**src/rtl/priority_decoder_if.sv**
```systemverilog
// rtl/priority_decoder_if.sv - request/result bus bundle for priority_decoder
//
// Groups the request handshake (idx_i, op_i, in_valid_i, in_ready_o, flush_i)
// and the result handshake (onehot_o, mask_o, count_o, empty_o, out_valid_o,
// out_ready_i). Signal suffixes are from the decoder's point of view.
// slave modport: the decoder. master modport: the requester/consumer.
interface priority_decoder_if #(
    parameter int SIZE = 5
);
    localparam int N = 1 << SIZE;

    logic [SIZE-1:0] idx_i;
    logic [1:0]      op_i;
    logic            in_valid_i;
    logic            in_ready_o;
    logic            flush_i;
    logic [N-1:0]    onehot_o;
    logic [N-1:0]    mask_o;
    logic [SIZE:0]   count_o;
    logic            empty_o;
    logic            out_valid_o;
    logic            out_ready_i;

    modport slave (
        input  idx_i, op_i, in_valid_i, flush_i, out_ready_i,
        output in_ready_o, onehot_o, mask_o, count_o, empty_o, out_valid_o
    );

    modport master (
        output idx_i, op_i, in_valid_i, flush_i, out_ready_i,
        input  in_ready_o, onehot_o, mask_o, count_o, empty_o, out_valid_o
    );
endinterface

```
**src/rtl/priority_decoder.sv**
```systemverilog
// rtl/priority_decoder.sv - index decoder with mask register and one-entry output stage
//
// Ports:
//   clk_i   - clock, all state changes on the rising edge
//   rst_n_i - asynchronous active-low reset
//   bus     - priority_decoder_if slave modport:
//             idx_i/op_i/in_valid_i/in_ready_o : request (LOAD/SET/CLR/TOGGLE)
//             flush_i                          : synchronous clear of the mask
//             onehot_o/mask_o/count_o/empty_o  : registered result
//             out_valid_o/out_ready_i          : result handshake
module priority_decoder #(
    parameter int SIZE = 5
) (
    input  logic                clk_i,
    input  logic                rst_n_i,
    priority_decoder_if.slave   bus
);
    localparam int N = 1 << SIZE;

    localparam logic [1:0] OP_LOAD   = 2'b00;
    localparam logic [1:0] OP_SET    = 2'b01;
    localparam logic [1:0] OP_CLR    = 2'b10;
    localparam logic [1:0] OP_TOGGLE = 2'b11;

    typedef enum logic {
        ST_EMPTY = 1'b0,
        ST_FULL  = 1'b1
    } state_t;

    state_t          state_q, state_d;
    logic [N-1:0]    onehot_q, onehot_d;
    logic [N-1:0]    mask_q, mask_d;
    logic [SIZE:0]   count_q, count_d;
    logic            empty_q, empty_d;

    logic            in_ready;
    logic            accept;
    logic [N-1:0]    dec;
    logic [N-1:0]    base;

    // Consumer draining the slot this cycle frees it for a new request.
    assign in_ready = (state_q == ST_EMPTY) || bus.out_ready_i;
    assign accept   = bus.in_valid_i && in_ready;
    assign dec      = {{(N-1){1'b0}}, 1'b1} << bus.idx_i;
    // Flush is applied before the op, so an accepted op sees a zero mask.
    assign base     = bus.flush_i ? '0 : mask_q;

    always_comb begin
        state_d  = state_q;
        onehot_d = onehot_q;
        mask_d   = base;
        count_d  = '0;

        if (accept) begin
            onehot_d = dec;
            case (bus.op_i)
                OP_LOAD:   mask_d = dec;
                OP_SET:    mask_d = base | dec;
                OP_CLR:    mask_d = base & ~dec;
                OP_TOGGLE: mask_d = base ^ dec;
                default:   mask_d = base;
            endcase
        end

        for (int i = 0; i < N; i++) begin
            count_d = count_d + {{SIZE{1'b0}}, mask_d[i]};
        end
        empty_d = (mask_d == '0);

        case (state_q)
            ST_EMPTY: if (accept) state_d = ST_FULL;
            ST_FULL:  if (!accept && bus.out_ready_i) state_d = ST_EMPTY;
            default:  state_d = ST_EMPTY;
        endcase
    end

    always_ff @(posedge clk_i or negedge rst_n_i) begin
        if (!rst_n_i) begin
            state_q  <= ST_EMPTY;
            onehot_q <= '0;
            mask_q   <= '0;
            count_q  <= '0;
            empty_q  <= 1'b1;
        end else begin
            state_q  <= state_d;
            onehot_q <= onehot_d;
            mask_q   <= mask_d;
            count_q  <= count_d;
            empty_q  <= empty_d;
        end
    end

    assign bus.in_ready_o  = in_ready;
    assign bus.out_valid_o = (state_q == ST_FULL);
    assign bus.onehot_o    = onehot_q;
    assign bus.mask_o      = mask_q;
    assign bus.count_o     = count_q;
    assign bus.empty_o     = empty_q;
endmodule

```
**src/flat_wrapper.sv**
```systemverilog
// flat-port wrapper written by rule: the top's interface ports become plain ports
module priority_decoder_flat 
#(
    parameter int SIZE = 5
)
  (clk_i, rst_n_i, bus_idx_i, bus_op_i, bus_in_valid_i, bus_flush_i, bus_out_ready_i, bus_in_ready_o, bus_onehot_o, bus_mask_o, bus_count_o, bus_empty_o, bus_out_valid_o);
  priority_decoder_if #(.SIZE(SIZE)) bus_i ();
  input  logic clk_i;
  input  logic rst_n_i;
  input wire logic [$bits(bus_i.idx_i)-1:0] bus_idx_i;
  input wire logic [$bits(bus_i.op_i)-1:0] bus_op_i;
  input wire logic [$bits(bus_i.in_valid_i)-1:0] bus_in_valid_i;
  input wire logic [$bits(bus_i.flush_i)-1:0] bus_flush_i;
  input wire logic [$bits(bus_i.out_ready_i)-1:0] bus_out_ready_i;
  output wire logic [$bits(bus_i.in_ready_o)-1:0] bus_in_ready_o;
  output wire logic [$bits(bus_i.onehot_o)-1:0] bus_onehot_o;
  output wire logic [$bits(bus_i.mask_o)-1:0] bus_mask_o;
  output wire logic [$bits(bus_i.count_o)-1:0] bus_count_o;
  output wire logic [$bits(bus_i.empty_o)-1:0] bus_empty_o;
  output wire logic [$bits(bus_i.out_valid_o)-1:0] bus_out_valid_o;
  assign bus_i.idx_i = bus_idx_i;
  assign bus_i.op_i = bus_op_i;
  assign bus_i.in_valid_i = bus_in_valid_i;
  assign bus_i.flush_i = bus_flush_i;
  assign bus_i.out_ready_i = bus_out_ready_i;
  assign bus_in_ready_o = bus_i.in_ready_o;
  assign bus_onehot_o = bus_i.onehot_o;
  assign bus_mask_o = bus_i.mask_o;
  assign bus_count_o = bus_i.count_o;
  assign bus_empty_o = bus_i.empty_o;
  assign bus_out_valid_o = bus_i.out_valid_o;
  priority_decoder #(.SIZE(SIZE)) u_core (.clk_i(clk_i), .rst_n_i(rst_n_i), .bus(bus_i));
endmodule
```
**config.mk**
```make
export PLATFORM = sky130hd
export DESIGN_NAME = priority_decoder_flat
export DESIGN_NICKNAME = d
export VERILOG_FILES = /design/src/rtl/priority_decoder_if.sv /design/src/rtl/priority_decoder.sv /design/src/flat_wrapper.sv
export SDC_FILE = /design/constraint.sdc
export NUM_CORES = 1
export LEC_CHECK = 0
export BUFFER_PORTS_ARGS = -buffer_cell sky130_fd_sc_hd__buf_2
export CORE_AREA = 2 2 124 126
export CTS_CLUSTER_SIZE = 8
export DETAILED_ROUTE_END_ITERATION = 16
export DIE_AREA = 0 0 126 128
export GPL_TIMING_DRIVEN = 0
export PLACE_DENSITY = 0.69
export SYNTH_ARGS = -nofsm -noshare
export SYNTH_HDL_FRONTEND = slang
export SYNTH_SLANG_ARGS = --single-unit
```
**constraint.sdc**
```tcl
create_clock -name clk_i -period 18.3 [get_ports clk_i]
set_clock_uncertainty 0.2 [all_clocks]
set_input_delay 2.745 -clock clk_i [delete_from_list [all_inputs] [get_ports clk_i]]
set_output_delay 2.745 -clock clk_i [all_outputs]
set_load 0.01 [all_outputs]
```
==> results.py, run 1 <==
metrics = {
    "outcome": {
        "status": "finished, final reports clean",
    },
    "logic_synthesis": {
        "synth.most_common_cell": "sky130_fd_sc_hd__nand2_1",
        "synth.avg_cell_area_sq_um": 8.888,
        "synth_adder_area_share_pct": 23.98,
        "synthesis.instances": 654,
        "synth.area.mux_share_pct": 0.5811,
        "post_synth_most_frequent_cells": "88 x sky130_fd_sc_hd__nand2_1, 85 x sky130_fd_sc_hd__inv_1, 73 x sky130_fd_sc_hd__ha_1",
        "postSynth.topFlopCell": "sky130_fd_sc_hd__dfrtp_1",
        "share_of_flip_flops_with_an_asynchronous_set_or_reset_pct": 100.0,
        "synth_compound_area_share_pct": 18.96,
        "synth_top_area_share_pct": 30.56,
        "post_synth_cell_types": 50,
        "flip_flop_and_latch_count_after_synthesis": 72,
        "yosysWarningCount": 0,
        "synthesis.area_sq_um": 5813,
        "post_synth_edffs": 0,
        "post_synth_xor_area_fraction_pct": 0.4520,
        "synth-seq-area-share_pct": 31.02,
        "synthSimpleGateAreaFrac_pct": 16.27,
        "cell_type_with_the_largest_total_area_after_synthesis": "sky130_fd_sc_hd__dfrtp_1",
        "post_synth_main_area_contributors": "sky130_fd_sc_hd__dfrtp_1 31%, sky130_fd_sc_hd__ha_1 16%, sky130_fd_sc_hd__fa_1 8.3%, sky130_fd_sc_hd__nand2_1 5.7%, sky130_fd_sc_hd__o21ai_0 5.7%",
        "synth_top_family_by_area": "adder cells",
        "synth_fp_nets": 763,
    },
    "min_path": {
        "hold_class": "flop to flop",
        "timing.hold.worst_endpoint": "u_core.bus.onehot_o[24]",
        "hold-path-cell-count": 2,
        "timing.hold.worst.start": "u_core.bus.onehot_o[24]",
    },
    "timing": {
        "finalHoldWorstSlack_ns": 0.2764,
        "tightestPinTransition_ns": 0.6944,
        "rsz0062_at_grt": "false",
        "finalSetupViolCount": 0,
        "period_share_pct": 53.72,
        "setup-tns-final_ns": 0,
        "finalHoldViolations": 0,
        "achievable-frequency_ghz": 0.1017,
        "slew_viol_final": 0,
        "relSlewSlack_pct": 53.22,
        "period_minus_slack_ns": 9.831,
    },
    "setup_path": {
        "worstPathRequired_ns": 18.37,
        "setup.worst_path.start_class": "input port",
        "worstPathBufferInverterCount": 10,
        "cp_common_cell": "sky130_fd_sc_hd__fa_1",
        "timing.critical_path.slowest_stage_cell": "sky130_fd_sc_hd__fa_1",
        "reg2reg_from": "u_core.bus.out_valid_o",
        "slowest_delay_ns": 0.56,
        "critical_path.endpoint_type": "flop",
        "path_delay_family": "adder cells",
        "reg2regPathDepth": 24,
        "critPathKind": "input port to flop",
        "arrival_worst_endpoint_ns": 9.90,
        "crit-reg2reg-capture": "u_core.bus.count_o[4]",
        "critPathMaxFanout": 10,
        "reg2reg_slack_ns": 10.69,
    },
    "grt": {
        "track_usage_pct": 21.21,
        "grt_start_max_net_pins": 41,
        "antenna_found_initial": 0,
        "vias_in_the_first_global_route": 4858,
        "grt-ovfl-total": 0,
        "global_route_wire_length_before_repair_um": 26480,
    },
    "layout": {
        "area_growth_synth_to_finish_pct": 16.62,
        "final_layout_size_suffix_gt1_share_pct": 16.45,
        "layout.cell_area.non_filler_sq_um": 6779,
        "antenna_cells": 0,
        "layout.nets": 859,
        "num-fill-cells": 1477,
    },
    "die": {
        "dieWidth_um": 126,
        "rows": 45,
        "chipHeight_um": 128,
        "die-area_sq_um": 16130,
        "ios": 85,
        "fp.coreArea_sq_um": 14860,
        "initial_standard_cell_utilization_of_the_core_pct": 39.11,
    },
    "clock_network": {
        "cts.sink_count": 72,
        "clk_latency_ns": 0.35,
        "cts-htree-levels": 3,
        "cts_tree": "done",
        "cts_root_buf": "sky130_fd_sc_hd__clkbuf_16",
        "clock_slew_seen_by_the_registers_of_the_worst_setup_and_hold_paths_ns": 0.06,
        "cts_setup_buffers": 0,
        "cts.path.max_buffers": 2,
        "post_cts_resize_count": 0,
        "postCtsHoldBufs": 0,
        "numCtsBuffers": 9,
    },
    "power": {
        "total_switching_power_uw": 228.3,
        "power.density_cell_area_nw_per_um2": 90.74,
        "report.power.total_uw": 615.1,
        "vdd_drop_max_v": 0.00004695,
        "p_sw_share_pct": 37.12,
        "internal-power_uw": 386.8,
        "p_comb_share_pct": 41.7,
        "leak_pwr_uw": 0.003679,
        "clockPowerShare_pct": 28.7,
        "fraction_of_power_consumed_by_sequential_logic_pct": 29.7,
    },
    "routing": {
        "first_pass_iters": 5,
        "vias_per_cell": 5.347,
        "routed_wire_length_per_instance_um": 17.79,
        "routed_wl_um": 16760,
        "via_count": 5037,
        "detailedRoute.firstIterationViolations": 427,
        "detail_route.drc_violations": 0,
        "drt.antenna.violating_nets": 0,
    },
    "placed_design": {
        "port_buffers": 84,
        "hpwlAfterDp_um": 13190,
        "detailed_place.area_sq_um": 6491,
        "routabilityCongestion": 0.9330,
    },
    "job": {
        "max_cap_viol_count": 0,
    },
}
state kept, by name (all words and copies together), names as in the netlist:
name                    flops
u_core.bus.mask_o          32
u_core.bus.count_o          6
u_core.bus.onehot_o        32
u_core.bus.empty_o          1
u_core.bus.out_valid_o      1
how the worst max path moves through the flow:
stage	endpoint	depth (start not counted)	start	slack (ns)
3_3_place_gp	u_core.bus.count_o[4]	25	bus_out_ready_i	8.11
6_report	u_core.bus.count_o[4]	25	bus_out_ready_i	8.47
3_5_place_dp	u_core.bus.count_o[4]	25	bus_out_ready_i	8.09
5_1_grt	u_core.bus.count_o[4]	25	bus_out_ready_i	7.99
4_1_cts	u_core.bus.count_o[4]	25	bus_out_ready_i	8.43
2_1_floorplan	u_core.bus.count_o[4]	24	bus_out_ready_i	9.22
layout make-up:
type                    instances  area, sq um  area share [%]
inverters                      85        319.1           4.707
flip-flops and latches         72         1803           26.60
clock buffers                  10        229.0           3.378
well taps                     188        235.2           3.470
repair buffers                 85        442.9           6.534
plain buffers                  41        188.9           2.787
clock inverters                 5        58.81          0.8675
multi-input cells             456         3502           51.66
stage by stage:
stage | std cells | util, % | worst slack, ns
final | 942 | 45.61 | 8.469
after global routing | 942 | 45.61 | 7.992
after CTS | 942 | 45.61 | 8.433
after detailed placement | 927 | 43.67 | 8.085
after global placement | 926 | 43.52 | 8.111
after floorplan | 654 | - | 9.222
tightest hold or removal path, cell delays in order (launching register included):
cell	delay, ns
sky130_fd_sc_hd__dfrtp_1	0.34
sky130_fd_sc_hd__nand2_1	0.04
sky130_fd_sc_hd__o21ai_0	0.06
metal layers:
metal	vias up	GRT usage [%]	part of all wire, %
li1	2393	-	-
met1	2438	29.31	44
met2	179	33.74	47
met3	27	3.214	6.3
met4	0	8.145	2.5
met5	-	0	0
cells in the final DEF (no fill, tap or decap), types with 21 or more instances in the layout:
master	count
sky130_fd_sc_hd__ha_1	73
sky130_fd_sc_hd__nor2b_1	21
sky130_fd_sc_hd__nand2b_1	34
sky130_fd_sc_hd__inv_1	85
sky130_fd_sc_hd__dfrtp_1	71
sky130_fd_sc_hd__fa_1	24
sky130_fd_sc_hd__clkbuf_1	26
sky130_fd_sc_hd__nand2_1	88
sky130_fd_sc_hd__buf_2	93
sky130_fd_sc_hd__o21ai_0	66
power by group through the flow:
stage,clock network (uW),registers (uW),logic [uW]
after floorplan,0,191,186
after global placement,0,186,253
after detailed placement,0,185,263
after CTS,178,183,264
after global routing,183,184,307
final,176,182,256
cell families after synthesis:
group	after synthesis
adder cells (fa/ha/maj)	97
buffers and inverters	126
AO/OA/AOI/OAI	165
AND/OR/NAND/NOR	188
flip-flops	72
multiplexers	3
XOR/XNOR	3
Note: power is estimated with default switching activity, not from simulation.
==> inputs of run 2 (changes only) <==
--- a/config.mk
+++ b/config.mk
@@ -5,13 +5,14 @@
 export SDC_FILE = /design/constraint.sdc
 export NUM_CORES = 1
 export LEC_CHECK = 0
+export ABC_AREA = 1
 export BUFFER_PORTS_ARGS = -buffer_cell sky130_fd_sc_hd__buf_2
-export CORE_AREA = 2 2 124 126
+export CORE_AREA = 2 2 126 128
 export CTS_CLUSTER_SIZE = 8
 export DETAILED_ROUTE_END_ITERATION = 16
-export DIE_AREA = 0 0 126 128
+export DIE_AREA = 0 0 128 130
 export GPL_TIMING_DRIVEN = 0
-export PLACE_DENSITY = 0.69
+export PLACE_DENSITY = 0.7
 export SYNTH_ARGS = -nofsm -noshare
 export SYNTH_HDL_FRONTEND = slang
 export SYNTH_SLANG_ARGS = --single-unit
==> constraint.sdc (replaced) <==
create_clock -name clk_i -period 8 [get_ports clk_i]
set_clock_uncertainty 0.2 [all_clocks]
set_input_delay 1.2 -clock clk_i [delete_from_list [all_inputs] [get_ports clk_i]]
set_output_delay 1.2 -clock clk_i [all_outputs]
set_load 0.01 [all_outputs]
==> results.py, run 2 <==
metrics = {
    "logic_synthesis": {
        "share_of_flip_flops_with_an_asynchronous_set_or_reset_pct": 100.0,
        "post_synth_cell_types": 30,
        "synth-seq-area-share_pct": 30.21,
        "post_synth_edffs": 0,
        "synth_adder_area_share_pct": 23.35,
        "synth_top_area_share_pct": 29.77,
        "postSynth.topFlopCell": "sky130_fd_sc_hd__dfrtp_1",
        "post_synth_xor_area_fraction_pct": 0.4403,
        "post_synth_main_area_contributors": "sky130_fd_sc_hd__dfrtp_1 30%, sky130_fd_sc_hd__ha_1 15%, sky130_fd_sc_hd__nand2_1 13%, sky130_fd_sc_hd__inv_1 8.6%, sky130_fd_sc_hd__fa_1 8.1%",
        "yosysWarningCount": 0,
        "synth.avg_cell_area_sq_um": 7.368,
        "synth.most_common_cell": "sky130_fd_sc_hd__nand2_1",
        "synth_top_family_by_area": "simple AND/OR/NAND/NOR gates",
        "cell_type_with_the_largest_total_area_after_synthesis": "sky130_fd_sc_hd__dfrtp_1",
        "synth.area.mux_share_pct": 0,
        "synth_fp_nets": 919,
        "synthSimpleGateAreaFrac_pct": 28.76,
        "synthesis.area_sq_um": 5968,
        "flip_flop_and_latch_count_after_synthesis": 72,
        "synthesis.instances": 810,
        "synth_compound_area_share_pct": 4.549,
        "post_synth_most_frequent_cells": "214 x sky130_fd_sc_hd__nand2_1, 137 x sky130_fd_sc_hd__inv_1, 94 x sky130_fd_sc_hd__nand3_1",
    },
    "setup_path": {
        "worstPathRequired_ns": 8.07,
        "critPathMaxFanout": 8,
        "slowest_delay_ns": 0.56,
        "timing.critical_path.slowest_stage_cell": "sky130_fd_sc_hd__fa_1",
        "path_delay_family": "adder cells",
        "critical_path.endpoint_type": "flop",
        "setup.worst_path.start_class": "input port",
        "arrival_worst_endpoint_ns": 7.41,
        "cp_common_cell": "sky130_fd_sc_hd__fa_1",
        "crit_path_cell_trace": "buf_2, nor2_1, nand4_1, ha_1, o221ai_1, nor2_1, nor2_1, a21oi_1, ha_1, inv_1, fa_1, inv_1, fa_1, fa_1, fa_1, inv_1, fa_1, fa_1, fa_1, inv_1, fa_1, nand3_1, nand3_1, xor2_1",
        "worstPathBufferInverterCount": 5,
        "critPathKind": "input port to flop",
    },
    "grt": {
        "vias_in_the_first_global_route": 5189,
        "antenna_found_initial": 0,
        "grt-ovfl-total": 0,
        "track_usage_pct": 21.18,
        "grt_start_max_net_pins": 51,
        "global_route_wire_length_before_repair_um": 27010,
    },
    "placed_design": {
        "detailed_place.area_sq_um": 6639,
        "port_buffers": 80,
        "hpwlAfterDp_um": 13240,
        "routabilityCongestion": 0.9454,
        "cells_after_dpl": 1083,
    },
    "timing": {
        "rsz0062_at_grt": "false",
        "setup-tns-final_ns": 0,
        "finalSetupViolCount": 0,
        "achievable-frequency_ghz": 0.1362,
        "relSlewSlack_pct": 56.56,
        "period_share_pct": 91.79,
        "finalHoldViolations": 0,
        "slew_viol_final": 0,
        "tightestPinTransition_ns": 0.6516,
        "period_minus_slack_ns": 7.343,
    },
    "die": {
        "ios": 85,
        "initial_standard_cell_utilization_of_the_core_pct": 38.69,
        "die-area_sq_um": 16640,
        "chipHeight_um": 130,
        "fp.coreArea_sq_um": 15420,
        "rows": 46,
        "dieWidth_um": 128,
    },
    "layout": {
        "antenna_cells": 0,
        "num-fill-cells": 1595,
        "multiInputGateArea_sq_um": 3408,
        "layout.cell_area.non_filler_sq_um": 6900,
        "final-seq-area_sq_um": 1803,
        "mostFrequentLayoutCells": "214 x sky130_fd_sc_hd__nand2_1, 137 x sky130_fd_sc_hd__inv_1, 100 x sky130_fd_sc_hd__buf_2, 94 x sky130_fd_sc_hd__nand3_1, 73 x sky130_fd_sc_hd__ha_1",
        "postLayoutCoreUtil_pct": 44.74,
        "final_layout_size_suffix_gt1_share_pct": 14.82,
        "finalNonFillerCells": 1096,
        "final_common_cell": "sky130_fd_sc_hd__nand2_1",
        "layout.nets": 1011,
        "area_growth_synth_to_finish_pct": 15.62,
    },
    "power": {
        "leak_pwr_uw": 0.003950,
        "power.density_cell_area_nw_per_um2": 200.6,
        "vdd_drop_max_v": 0.0001716,
    },
    "clock_network": {
        "cts-htree-levels": 3,
        "cts_tree": "done",
        "cts_root_buf": "sky130_fd_sc_hd__clkbuf_16",
        "cts.sink_count": 72,
        "numCtsBuffers": 9,
        "clk_latency_ns": 0.34,
        "post_cts_resize_count": 0,
        "cts_setup_buffers": 0,
        "postCtsHoldBufs": 0,
        "clock_slew_seen_by_the_registers_of_the_worst_setup_and_hold_paths_ns": 0.06,
        "cts.path.max_buffers": 2,
    },
    "routing": {
        "routed_wire_length_per_instance_um": 15.59,
        "vias_per_cell": 5.015,
        "drt.antenna.violating_nets": 0,
        "detail_route.drc_violations": 0,
        "detailedRoute.firstIterationViolations": 529,
        "routed_wl_um": 17080,
        "first_pass_iters": 6,
        "via_count": 5496,
    },
    "min_path": {
        "hold_class": "flop to flop",
    },
    "job": {
        "max_cap_viol_count": 0,
    },
    "outcome": {
        "status": "finished, final reports clean",
    },
}
-- run 2: cell count changes in the layout (fill, tap and decap cells not counted), sizes merged, moves of 11 or more --
| cell | delta |
|---|---|
| clkbuf | -15 |
| o211a | -20 |
| nor2 | +54 |
| buf | +11 |
| a21oi | -14 |
| nor2b | -21 |
| nand3 | +92 |
| nand2 | +127 |
| a32oi | -18 |
| o21ai | -25 |
| nand2b | -34 |
| o211ai | -18 |
| nand4 | +14 |
| inv | +57 |
-- run 2: cell families after synthesis --
family                     Yosys count
AOI/OAI and AO/OA                   53
xor gates and xnor gates             3
adders and majority gates           97
buffers and inverters              181
DFF                                 72
and+or+nand+nor                    404
-- run 2: path summary, 6_finish.rpt --
path	start	end	slack, ns	cells after the start
min in group asynchronous	rst_n_i	u_core.bus.onehot_o[0]	0.56	1
max in group asynchronous	rst_n_i	u_core.bus.empty_o	6.43	2
worst max register to register	u_core.bus.out_valid_o	u_core.bus.count_o[4]	1.60	22
worst max-delay path	bus_idx_i[0]	u_core.bus.count_o[4]	0.66	24
worst min register to register	u_core.bus.onehot_o[0]	u_core.bus.onehot_o[0]	0.27	2
worst min-delay path	u_core.bus.onehot_o[0]	u_core.bus.onehot_o[0]	0.27	2
-- run 2: metrics by stage --
stage | hold slack, ns | setup WS, ns | power (uW)
6_report | 0.2737 | 0.6566 | 1384
5_1_grt | 0.3039 | 0.3856 | 1515
4_1_cts | 0.2816 | 0.6359 | 1411
3_5_place_dp | 0.2677 | 0.3145 | 1028
3_3_place_gp | 0.2618 | 0.3206 | 1022
2_1_floorplan | 0.3187 | 0.9225 | 864.7
-- run 2: power breakdown --
part           switching [uW]  internal, uW
sequential               13.7           402
clock                     153           221
combinational             363           231
total                     529           855
-- run 2: metal layers --
metal / up-vias / wire [um] / part of all wire [%] / global-route usage (%)
li1: 2692 / - / - / -
met1: 2593 / 7765 / 45 / 28.70
met2: 176 / 7881 / 46 / 34.60
met3: 35 / 976 / 5.7 / 2.419
met4: 0 / 458 / 2.7 / 9.050
met5: - / 0 / 0 / 0
-- run 2: worst min-delay path, stage by stage, from the launching register on --
cell and delay (ns):
sky130_fd_sc_hd__dfrtp_1 0.34, sky130_fd_sc_hd__nand2_1 0.05, sky130_fd_sc_hd__o21ai_0 0.05
-- run 2: area by class of cell --
cell class                      count  share of cell area (%)
Buffer                             39                   3.173
Clock buffer                       12                   3.717
Clock inverter                      1                 0.07253
Inverter                          142                   7.797
Multi-Input combinational cell    557                   49.39
Sequential cell                    72                   26.13
Tap cell                          192                   3.481
Timing Repair Buffer               81                   6.238
